`src/rtl/cla_pkg.sv`:
```
// Shared definitions for the pipelined carry-lookahead adder: default group size,
// group-count helper, P/G pair type and a sum-of-products lookahead carry function.
package cla_pkg;

    localparam int GROUP_DEFAULT = 4;
    localparam int LA_MAX        = 64;

    typedef struct packed {
        logic p;
        logic g;
    } pg_t;

    function automatic int group_count(input int width, input int group);
        return width / group;
    endfunction

    // Carry into position n of a chain: OR of every generate (or ci) propagated
    // through all intervening P bits. Flat two-level form, no ripple.
    function automatic logic carry_la(input logic [LA_MAX-1:0] p,
                                      input logic [LA_MAX-1:0] g,
                                      input logic              ci,
                                      input int                n);
        logic c;
        logic t;
        t = ci;
        for (int k = 0; k < n; k++) t = t & p[k];
        c = t;
        for (int j = 0; j < n; j++) begin
            t = g[j];
            for (int k = j + 1; k < n; k++) t = t & p[k];
            c = c | t;
        end
        return c;
    endfunction

endpackage

```
`src/rtl/cla_group.sv`:
```
// Combinational GROUP-bit lookahead unit: per-bit carries from a group carry-in,
// plus group propagate/generate.
module cla_group
    import cla_pkg::*;
#(
    parameter int GROUP = GROUP_DEFAULT
) (
    input  logic [GROUP-1:0] p,
    input  logic [GROUP-1:0] g,
    input  logic             ci,
    output logic [GROUP-1:0] c,
    output logic             pg,
    output logic             gg
);

    always_comb begin
        c = '0;
        for (int i = 0; i < GROUP; i++) begin
            c[i] = carry_la(LA_MAX'(p), LA_MAX'(g), ci, i);
        end
        pg = &p;
        gg = carry_la(LA_MAX'(p), LA_MAX'(g), 1'b0, GROUP);
    end

endmodule

```
`src/rtl/cla_pipe_adder.sv`:
```
// Two-stage pipelined carry-lookahead adder/subtractor with valid/ready flow control.
// Optional ovf/zero outputs are enabled by defining CLA_PIPE_ADDER_FLAGS_EN.
module cla_pipe_adder
    import cla_pkg::*;
#(
    parameter int WIDTH = 16,
    parameter int GROUP = GROUP_DEFAULT
) (
    input  logic             clk,
    input  logic             rst,
    input  logic             in_valid,
    output logic             in_ready,
    input  logic [WIDTH-1:0] a,
    input  logic [WIDTH-1:0] b,
    input  logic             cin,
    input  logic             sub,
    output logic             out_valid,
    input  logic             out_ready,
    output logic [WIDTH-1:0] sum,
    output logic             cout
`ifdef CLA_PIPE_ADDER_FLAGS_EN
    ,
    output logic             ovf,
    output logic             zero
`endif
);

    localparam int NG = group_count(WIDTH, GROUP);

    // Handshake: a stage moves when its successor is empty or is handing off this cycle.
    logic s1_valid, s2_valid;
    assign in_ready  = !s1_valid || !s2_valid || out_ready;
    assign out_valid = s2_valid;

    logic [WIDTH-1:0] b_eff, p_d, g_d;
    logic [NG-1:0]    pg_d, gg_d;

    always_comb begin
        b_eff = sub ? ~b : b;
        p_d   = a ^ b_eff;
        g_d   = a & b_eff;
        pg_d  = '0;
        gg_d  = '0;
        for (int k = 0; k < NG; k++) begin
            pg_d[k] = &p_d[k*GROUP +: GROUP];
            gg_d[k] = carry_la(LA_MAX'(p_d[k*GROUP +: GROUP]),
                               LA_MAX'(g_d[k*GROUP +: GROUP]), 1'b0, GROUP);
        end
    end

    pg_t [WIDTH-1:0] s1_bit;
    logic            s1_cin;
    logic [NG-1:0]   s1_pg, s1_gg;

    always_ff @(posedge clk) begin
        if (rst) begin
            s1_valid <= 1'b0;
        end else if (in_ready) begin
            s1_valid <= in_valid;
            if (in_valid) begin
                for (int i = 0; i < WIDTH; i++) s1_bit[i] <= '{p: p_d[i], g: g_d[i]};
                s1_cin <= cin;
                s1_pg  <= pg_d;
                s1_gg  <= gg_d;
            end
        end
    end

    logic [WIDTH-1:0] p_q, g_q, bit_c, sum_d;
    logic [NG-1:0]    grp_c, inst_pg, inst_gg;
    logic             cout_d;

    // Group carries straight from the registered group P/G; no group waits on another.
    always_comb begin
        p_q   = '0;
        g_q   = '0;
        grp_c = '0;
        for (int i = 0; i < WIDTH; i++) begin
            p_q[i] = s1_bit[i].p;
            g_q[i] = s1_bit[i].g;
        end
        for (int k = 0; k < NG; k++) begin
            grp_c[k] = carry_la(LA_MAX'(s1_pg), LA_MAX'(s1_gg), s1_cin, k);
        end
    end

    for (genvar k = 0; k < NG; k++) begin : g_grp
        cla_group #(.GROUP(GROUP)) u_grp (
            .p  (p_q[k*GROUP +: GROUP]),
            .g  (g_q[k*GROUP +: GROUP]),
            .ci (grp_c[k]),
            .c  (bit_c[k*GROUP +: GROUP]),
            .pg (inst_pg[k]),
            .gg (inst_gg[k])
        );
    end

    assign sum_d  = p_q ^ bit_c;
    assign cout_d = carry_la(LA_MAX'(inst_pg), LA_MAX'(inst_gg), s1_cin, NG);

    always_ff @(posedge clk) begin
        if (rst) begin
            s2_valid <= 1'b0;
            sum      <= '0;
            cout     <= 1'b0;
`ifdef CLA_PIPE_ADDER_FLAGS_EN
            ovf      <= 1'b0;
            zero     <= 1'b0;
`endif
        end else if (!s2_valid || out_ready) begin
            s2_valid <= s1_valid;
            if (s1_valid) begin
                sum  <= sum_d;
                cout <= cout_d;
`ifdef CLA_PIPE_ADDER_FLAGS_EN
                ovf  <= cout_d ^ bit_c[WIDTH-1];
                zero <= (sum_d == '0);
`endif
            end
        end
    end

endmodule

```
`config.mk`:
```
export PLATFORM = sky130hd
export DESIGN_NAME = cla_pipe_adder
export DESIGN_NICKNAME = d
export VERILOG_FILES = /design/src/rtl/cla_pkg.sv /design/src/rtl/cla_group.sv /design/src/rtl/cla_pipe_adder.sv
export SDC_FILE = /design/constraint.sdc
export NUM_CORES = 1
export LEC_CHECK = 0
export CAP_MARGIN = 20
export CORE_ASPECT_RATIO = 0.9
export CORE_MARGIN = 1
export CORE_UTILIZATION = 51
export CTS_CLUSTER_DIAMETER = 200
export DETAILED_ROUTE_END_ITERATION = 10
export HOLD_SLACK_MARGIN = 0.12
export PLACE_DENSITY = 0.8
export RECOVER_POWER = 25
export SYNTH_ARGS = -nofsm -noshare
export SYNTH_HDL_FRONTEND = slang
export SYNTH_SLANG_ARGS = --single-unit
```
`constraint.sdc`:
```
create_clock -name clk -period 3.13 [get_ports clk]
set_clock_uncertainty 0.15 [all_clocks]
set_input_delay 0.626 -clock clk [delete_from_list [all_inputs] [get_ports clk]]
set_output_delay 0.626 -clock clk [all_outputs]
set_load 0.1 [all_outputs]
```
==> qor.txt <==
Clk pin slew, worst setup/hold paths -> 0.06 ns
cell repeated most along the worst path -> a21o_1
layout cells sized above 1 -> 0.09060
Synth cell types -> 35
#FFs+latches synth -> 58
clk sinks -> 58
power after layout -> 1804 uW
CP max stage delay -> 0.43 ns
setup TNS -> 0 ns
Sequential Area -> 1551 um^2
Rel. slew slack -> 0.2095
initial antenna violation count -> 0
largest net degree at the start of global routing -> 40
Worst Setup Path Type -> register to register
setup repair bufs after CTS -> 0
syn_area_per_cell -> 11.79 um^2
WHS -> 0.3029 ns
multi-input logic area -> 1097 um^2
total number of vias -> 1993
FP Rows -> 24
total gr overflow -> 0
CP top delay family -> compound AO/OA/AOI/OAI gates
Hold WC Path Type -> register to register
I/O Pins -> 57
area delta synth->final -> 25.61%
WL per Instance -> 15.01 um
Syn. warnings -> 0
CP Launch Type -> register
area share of the largest cell type after synthesis -> 0.4319
n_diodes -> 0
period utilization -> 0.7912
Total Nets Final -> 352
worst path cell trace -> a21o_1 -> a21o_1 -> a21o_1 -> ha_1 -> o21a_1 -> o21ai_1 -> a2111oi_0 -> a311o_1
GP Congestion -> 0.8184
Die Ht -> 71.17 um
DIE WIDTH -> 78.86 um
Hold Fails Final Rpt -> 0
max-cap violation count -> 0
initial drt markers -> 90
worst-path fanout max -> 3
dominant cells by area after synthesis -> edfxtp_1, dfxtp_1, ha_1, xor2_1, a21oi_1
Worst EP arrival -> 2.55 ns
register area share after synthesis -> 0.5722
Post-synth ARST share -> 0
Cells after Synth -> 230
vias in the first global route -> 1959
crit end category -> register
H-tree Lvls -> 3
RSZ-0062 raised after global routing -> no
Post-route DRC -> 0
CTS buffer count -> 9
number of enable flip-flop cells after synthesis -> 39
status -> finished, final reports clean
Crit path required time -> 3.20 ns
Final Max Slew Viols -> 0
FMAX -> 0.4038 GHz
die area -> 5612 um^2
CTS tree -> built
cell area after layout -> 3406 um^2
ys flop type -> edfxtp_1
Tot GR Track Use -> 0.2136
Max Buffers Root-to-Sink -> 2
Max VDD drop -> 0.0003624 V
Power Density -> 529.7 nW/um^2
Tmin final -> 2.476 ns
Cell Area, Placed -> 3304 um^2
# port buffers -> 56
Mapped Nets -> 288
final setup vio count -> 0
via/cell ratio -> 5.490
clock latency at the later pin of the worst-skew pair -> 0.34 ns
First-pass DRT Iterations -> 4
Fill cells -> 406
Post-DP HPWL -> 4000 um
root buf cell -> clkbuf_8
first-pass GRT wire length -> 8749 um
Mapped Area -> 2711 um^2
cell taking the most area after synthesis -> edfxtp_1
slowest cell on the critical path -> edfxtp_1
# resized after CTS -> 0
initial core utilization -> 0.5439
Worst Tran Pin Value -> 1.191 ns
post-route ant nets -> 0
core area -> 4985 um^2
leakage power total -> 0.001276 uW
Routed WL -> 5450 um
worst path bufs/invs -> 0
hold buffers post-CTS -> 0
-- cells by family after synthesis --
| logic type | after synthesis | synth area share |
|---|---|---|
| flops | 58 | 0.5722 |
| buf+inv | 13 | 0.02353 |
| simple gates | 69 | 0.1348 |
| xor+xnor | 16 | 0.05168 |
| compound gates | 54 | 0.1255 |
| fa+ha+maj | 20 | 0.09229 |
-- layer usage --
metal | vias to the layer above | global-route usage | wire length [um]
met2 | 72 | 0.3556 | 2688
met5 | - | 0 | 0
li1 | 984 | - | -
met4 | 0 | 0.09293 | 81
met3 | 10 | 0.09161 | 428
met1 | 927 | 0.2398 | 2251
-- cells in the mapped netlist (3+ instances only) --
cell type and count:
or3_1 8, and4_1 3, edfxtp_1 39, nand3_1 5, buf_2 3, a2111oi_0 4, o21ai_1 4, nor3_1 6
a311o_1 4, nor4b_1 4, o21ai_0 7, xor2_1 16, inv_1 5, dfxtp_1 19, a21o_1 3, ha_1 20
nor2_1 3, a21oi_1 24, nand2_1 27, nand2b_1 5, nor2b_1 4, o21a_1 4
-- power breakdown --
part / switching [uW] / internal [uW]
Sequential: 30.2 / 882
Combinational: 224 / 123
Clock: 272 / 272
-- placed cells by master (no fill, tap or decap), drive strengths merged, types with 5 or more instances in the layout --
cell type and instances:
inv 6, o21ai 11, nand3 5, or3 9
edfxtp 39, dfxtp 19, nand2 28, nand2b 5
clkbuf 23, clkinv 6, nor3 6, ha 20
xor2 16, a21oi 24, buf 9, clkdlybuf4s50 34
-- flip-flops by register name, summed over array words and instances, names as in the netlist --
name / flops
g_q: 16
p_q: 16
sum: 16
s1_gg: 3
s1_pg: 3
cout: 1
out_valid: 1
s1_cin: 1
s1_valid: 1
-- cell type report --
| cell class | instances | share of cell area |
|---|---|---|
| Tap cell | 65 | 0.02388 |
| Multi-Input combinational cell | 159 | 0.3222 |
| Inverter | 7 | 0.007715 |
| Clock inverter | 5 | 0.006613 |
| Sequential cell | 58 | 0.4555 |
| Timing Repair Buffer | 59 | 0.1466 |
| Clock buffer | 10 | 0.03747 |
-- final timing paths --
path | startpoint | endpoint | slack [ns] | depth (start not counted)
worst min register to register | sum[9] | sum[9] | 0.30 | 2
worst max register to register | s1_cin | sum[15] | 0.65 | 8
worst min-delay path | sum[9] | sum[9] | 0.30 | 2
worst max-delay path | s1_cin | sum[15] | 0.65 | 8
-- metrics by stage --
stage / instances / utilization / setup WS [ns]
2_1_floorplan: 230 / - / 0.05755
3_3_place_gp: 348 / 0.6629 / 0.5224
3_5_place_dp: 348 / 0.6629 / 0.4389
4_1_cts: 363 / 0.6930 / 0.6593
5_1_grt: 363 / 0.6832 / 0.5407
6_report: 363 / 0.6832 / 0.6537
-- worst register-to-register path, stage by stage (launching register included) --
cell	delay, ns
edfxtp_1	0.43
a21o_1	0.23
a21o_1	0.21
a21o_1	0.21
ha_1	0.22
o21a_1	0.20
o21ai_1	0.21
a2111oi_0	0.15
a311o_1	0.36
Power figures use the tool's default switching activity.
==> RTL change, RTL diff (same settings) <==
Change the parameter `WIDTH` from 16 to 20.
--- a/src/rtl/cla_pipe_adder.sv
+++ b/src/rtl/cla_pipe_adder.sv
@@ -3,7 +3,7 @@
 module cla_pipe_adder
     import cla_pkg::*;
 #(
-    parameter int WIDTH = 16,
+    parameter int WIDTH = 20,
     parameter int GROUP = GROUP_DEFAULT
 ) (
     input  logic             clk,
Ports: changed (resized a, b and sum); port bits go from 57 to 69. No check against the original RTL was run, so the function may have changed too.
==> RTL change against the unedited design <==
Worst setup slack worse by 0.12 ns. Hold slack worse by 0.0012 ns. First-iteration DRC count is 42% lower. Largest power group unchanged. Combinational power is 18% higher. Utilization is 0.97 points lower. Fmax is 4.8% lower. Power is 23% higher. Highest routed layer unchanged. Final area is 22% higher. Wire length is 11% higher. Sequential cell count is 14 higher. Synthesized area is 22% higher. Synthesized cell count is 22% higher.
==> RTL change: results (changes against the unedited design) <==
synth:
  yosys.area_share.xor_xnor_pct: 5.29  # was 5.17%
  synth.top_cells.by_count: "49 x edfxtp_1, 33 x a21oi_1, 25 x ha_1"  # was 39 x edfxtp_1, 27 x nand2_1, 24 x a21oi_1
  synth_edf_count: 49  # was 39
  synth.area.top_cells: "edfxtp_1 44%, dfxtp_1 14%, ha_1 9.5%"  # was edfxtp_1 43%, dfxtp_1 14%, ha_1 9.2%
  seq_area_frac_synth_pct: 58.4  # was 57.2%
  yosys.cell_types.count: 28  # was 35
  syn_nets: 351  # was 288
  synth-compound-area-share_pct: 11.6  # was 12.6%
detailed_routing:
  wl_mm: 6.07  # was 5.45 mm
  drtIter0Drc: 52  # was 90
  vias: 2355  # was 1993
  wl_per_cell_um: 13.6  # was 15.0 um
global_routing:
  track_usage_pct: 19.3  # was 21.4%
  grt_pass1_wl_mm: 9.80  # was 8.75 mm
  grt_max_degree: 50  # was 40
outcome:
  status: "finished clean"  # unchanged
worst_setup_path:
  endpoint: "sum[19]$_SDFFE_PP0P_"  # was sum[15]$_SDFFE_PP0P_
  worstPathArrival_ns: 2.63  # was 2.55 ns
  reg2reg_depth: 10  # was 8
  r2r_slack_ns: 0.53  # was 0.65 ns
  r2r-end: "sum[19]$_SDFFE_PP0P_"  # was sum[15]$_SDFFE_PP0P_
place:
  hpwl_mm: 4.44  # was 4.00 mm
  place.port_buffers: 68  # was 56
  gp_routability_congestion: 0.761  # was 0.818
  dp_cells: 431  # was 348
layout:
  drive_gt1_share_pct: 6.39  # was 9.06%
power:
  p_int_uw: 1590  # was 1280 uW
  peakVddDrop_v: 0.000276  # was 0.000362 V
sta:
  tightest_slew_ns: 1.23  # was 1.19 ns
## RTL change: changes by cell type in the layout (fill, tap and decap cells not counted), moves of 5 or more
cell,delta
a21oi_1,+9
buf_4,-5
clkbuf_1,+9
clkdlybuf4s50_1,+8
edfxtp_1,+10
ha_1,+5
nor2_1,+7
nor3_1,+10
o21a_1,+7
o21ai_0,+7
## RTL change: per-stage QoR
step	instance area [um^2]	utilization [%]	setup slack [ns]	power, uW
after CTS	4250	68.7	0.561	2250
after floorplan	3310	-	0.0223	1420
after global placement	4050	65.6	0.512	1560
after detailed placement	4050	65.6	0.432	1570
after global routing	4160	67.4	0.414	2310
final	4160	67.4	0.530	2210
## RTL change: worst min-delay path by stage
stage	startpoint	endpoint	slack (ns)	depth (start not counted)
3_3_place_gp	sum[2]$_SDFFE_PP0P_	sum[2]$_SDFFE_PP0P_	0.29	2
6_report	sum[14]$_SDFFE_PP0P_	sum[14]$_SDFFE_PP0P_	0.30	2
2_1_floorplan	s1_valid$_SDFFE_PP0P_	out_valid$_SDFFE_PP0N_	0.38	2
5_1_grt	sum[3]$_SDFFE_PP0P_	sum[3]$_SDFFE_PP0P_	0.31	2
3_5_place_dp	sum[3]$_SDFFE_PP0P_	sum[3]$_SDFFE_PP0P_	0.30	2
4_1_cts	sum[14]$_SDFFE_PP0P_	sum[14]$_SDFFE_PP0P_	0.31	2
## RTL change: layer usage
layer	global-route usage [%]	vias up	share of wire [%]
met1	23.6	1084	45
li1	-	1194	-
met4	6.50	0	1.1
met3	5.47	6	5.4
met5	0	-	0
met2	32.5	71	49
## RTL change: final cells by class
| cell class | count | area (um^2) |
|---|---|---|
| Fill cell | 512 | 2020 |
| Sequential cell | 72 | 1930 |
| Multi-Input combinational cell | 199 | 1330 |
| Timing Repair Buffer | 72 | 596 |
| Clock buffer | 12 | 166 |
| Tap cell | 87 | 109 |
| Clock inverter | 4 | 26.3 |
| Inverter | 1 | 3.75 |
## RTL change: cell families after synthesis
group | after synthesis
AOI/OAI and AO/OA | 67
adders and majority gates | 25
xor gates and xnor gates | 20
buffers and inverters | 9
and+or+nand+nor | 87
DFF | 72
## RTL change: worst min-delay path: cells and delay by family, from the launching register on
kind / cells / cell delay [ns]
flops: 1 / 0.31
compound gates: 1 / 0.05
simple gates: 1 / 0.05
## RTL change: power groups by stage
stage / clock network (uW) / logic (uW) / registers, uW
after floorplan: 0 / 163 / 1260
after global placement: 0 / 416 / 1140
after detailed placement: 0 / 422 / 1140
after CTS: 700 / 426 / 1120
after global routing: 736 / 445 / 1130
final: 681 / 410 / 1120
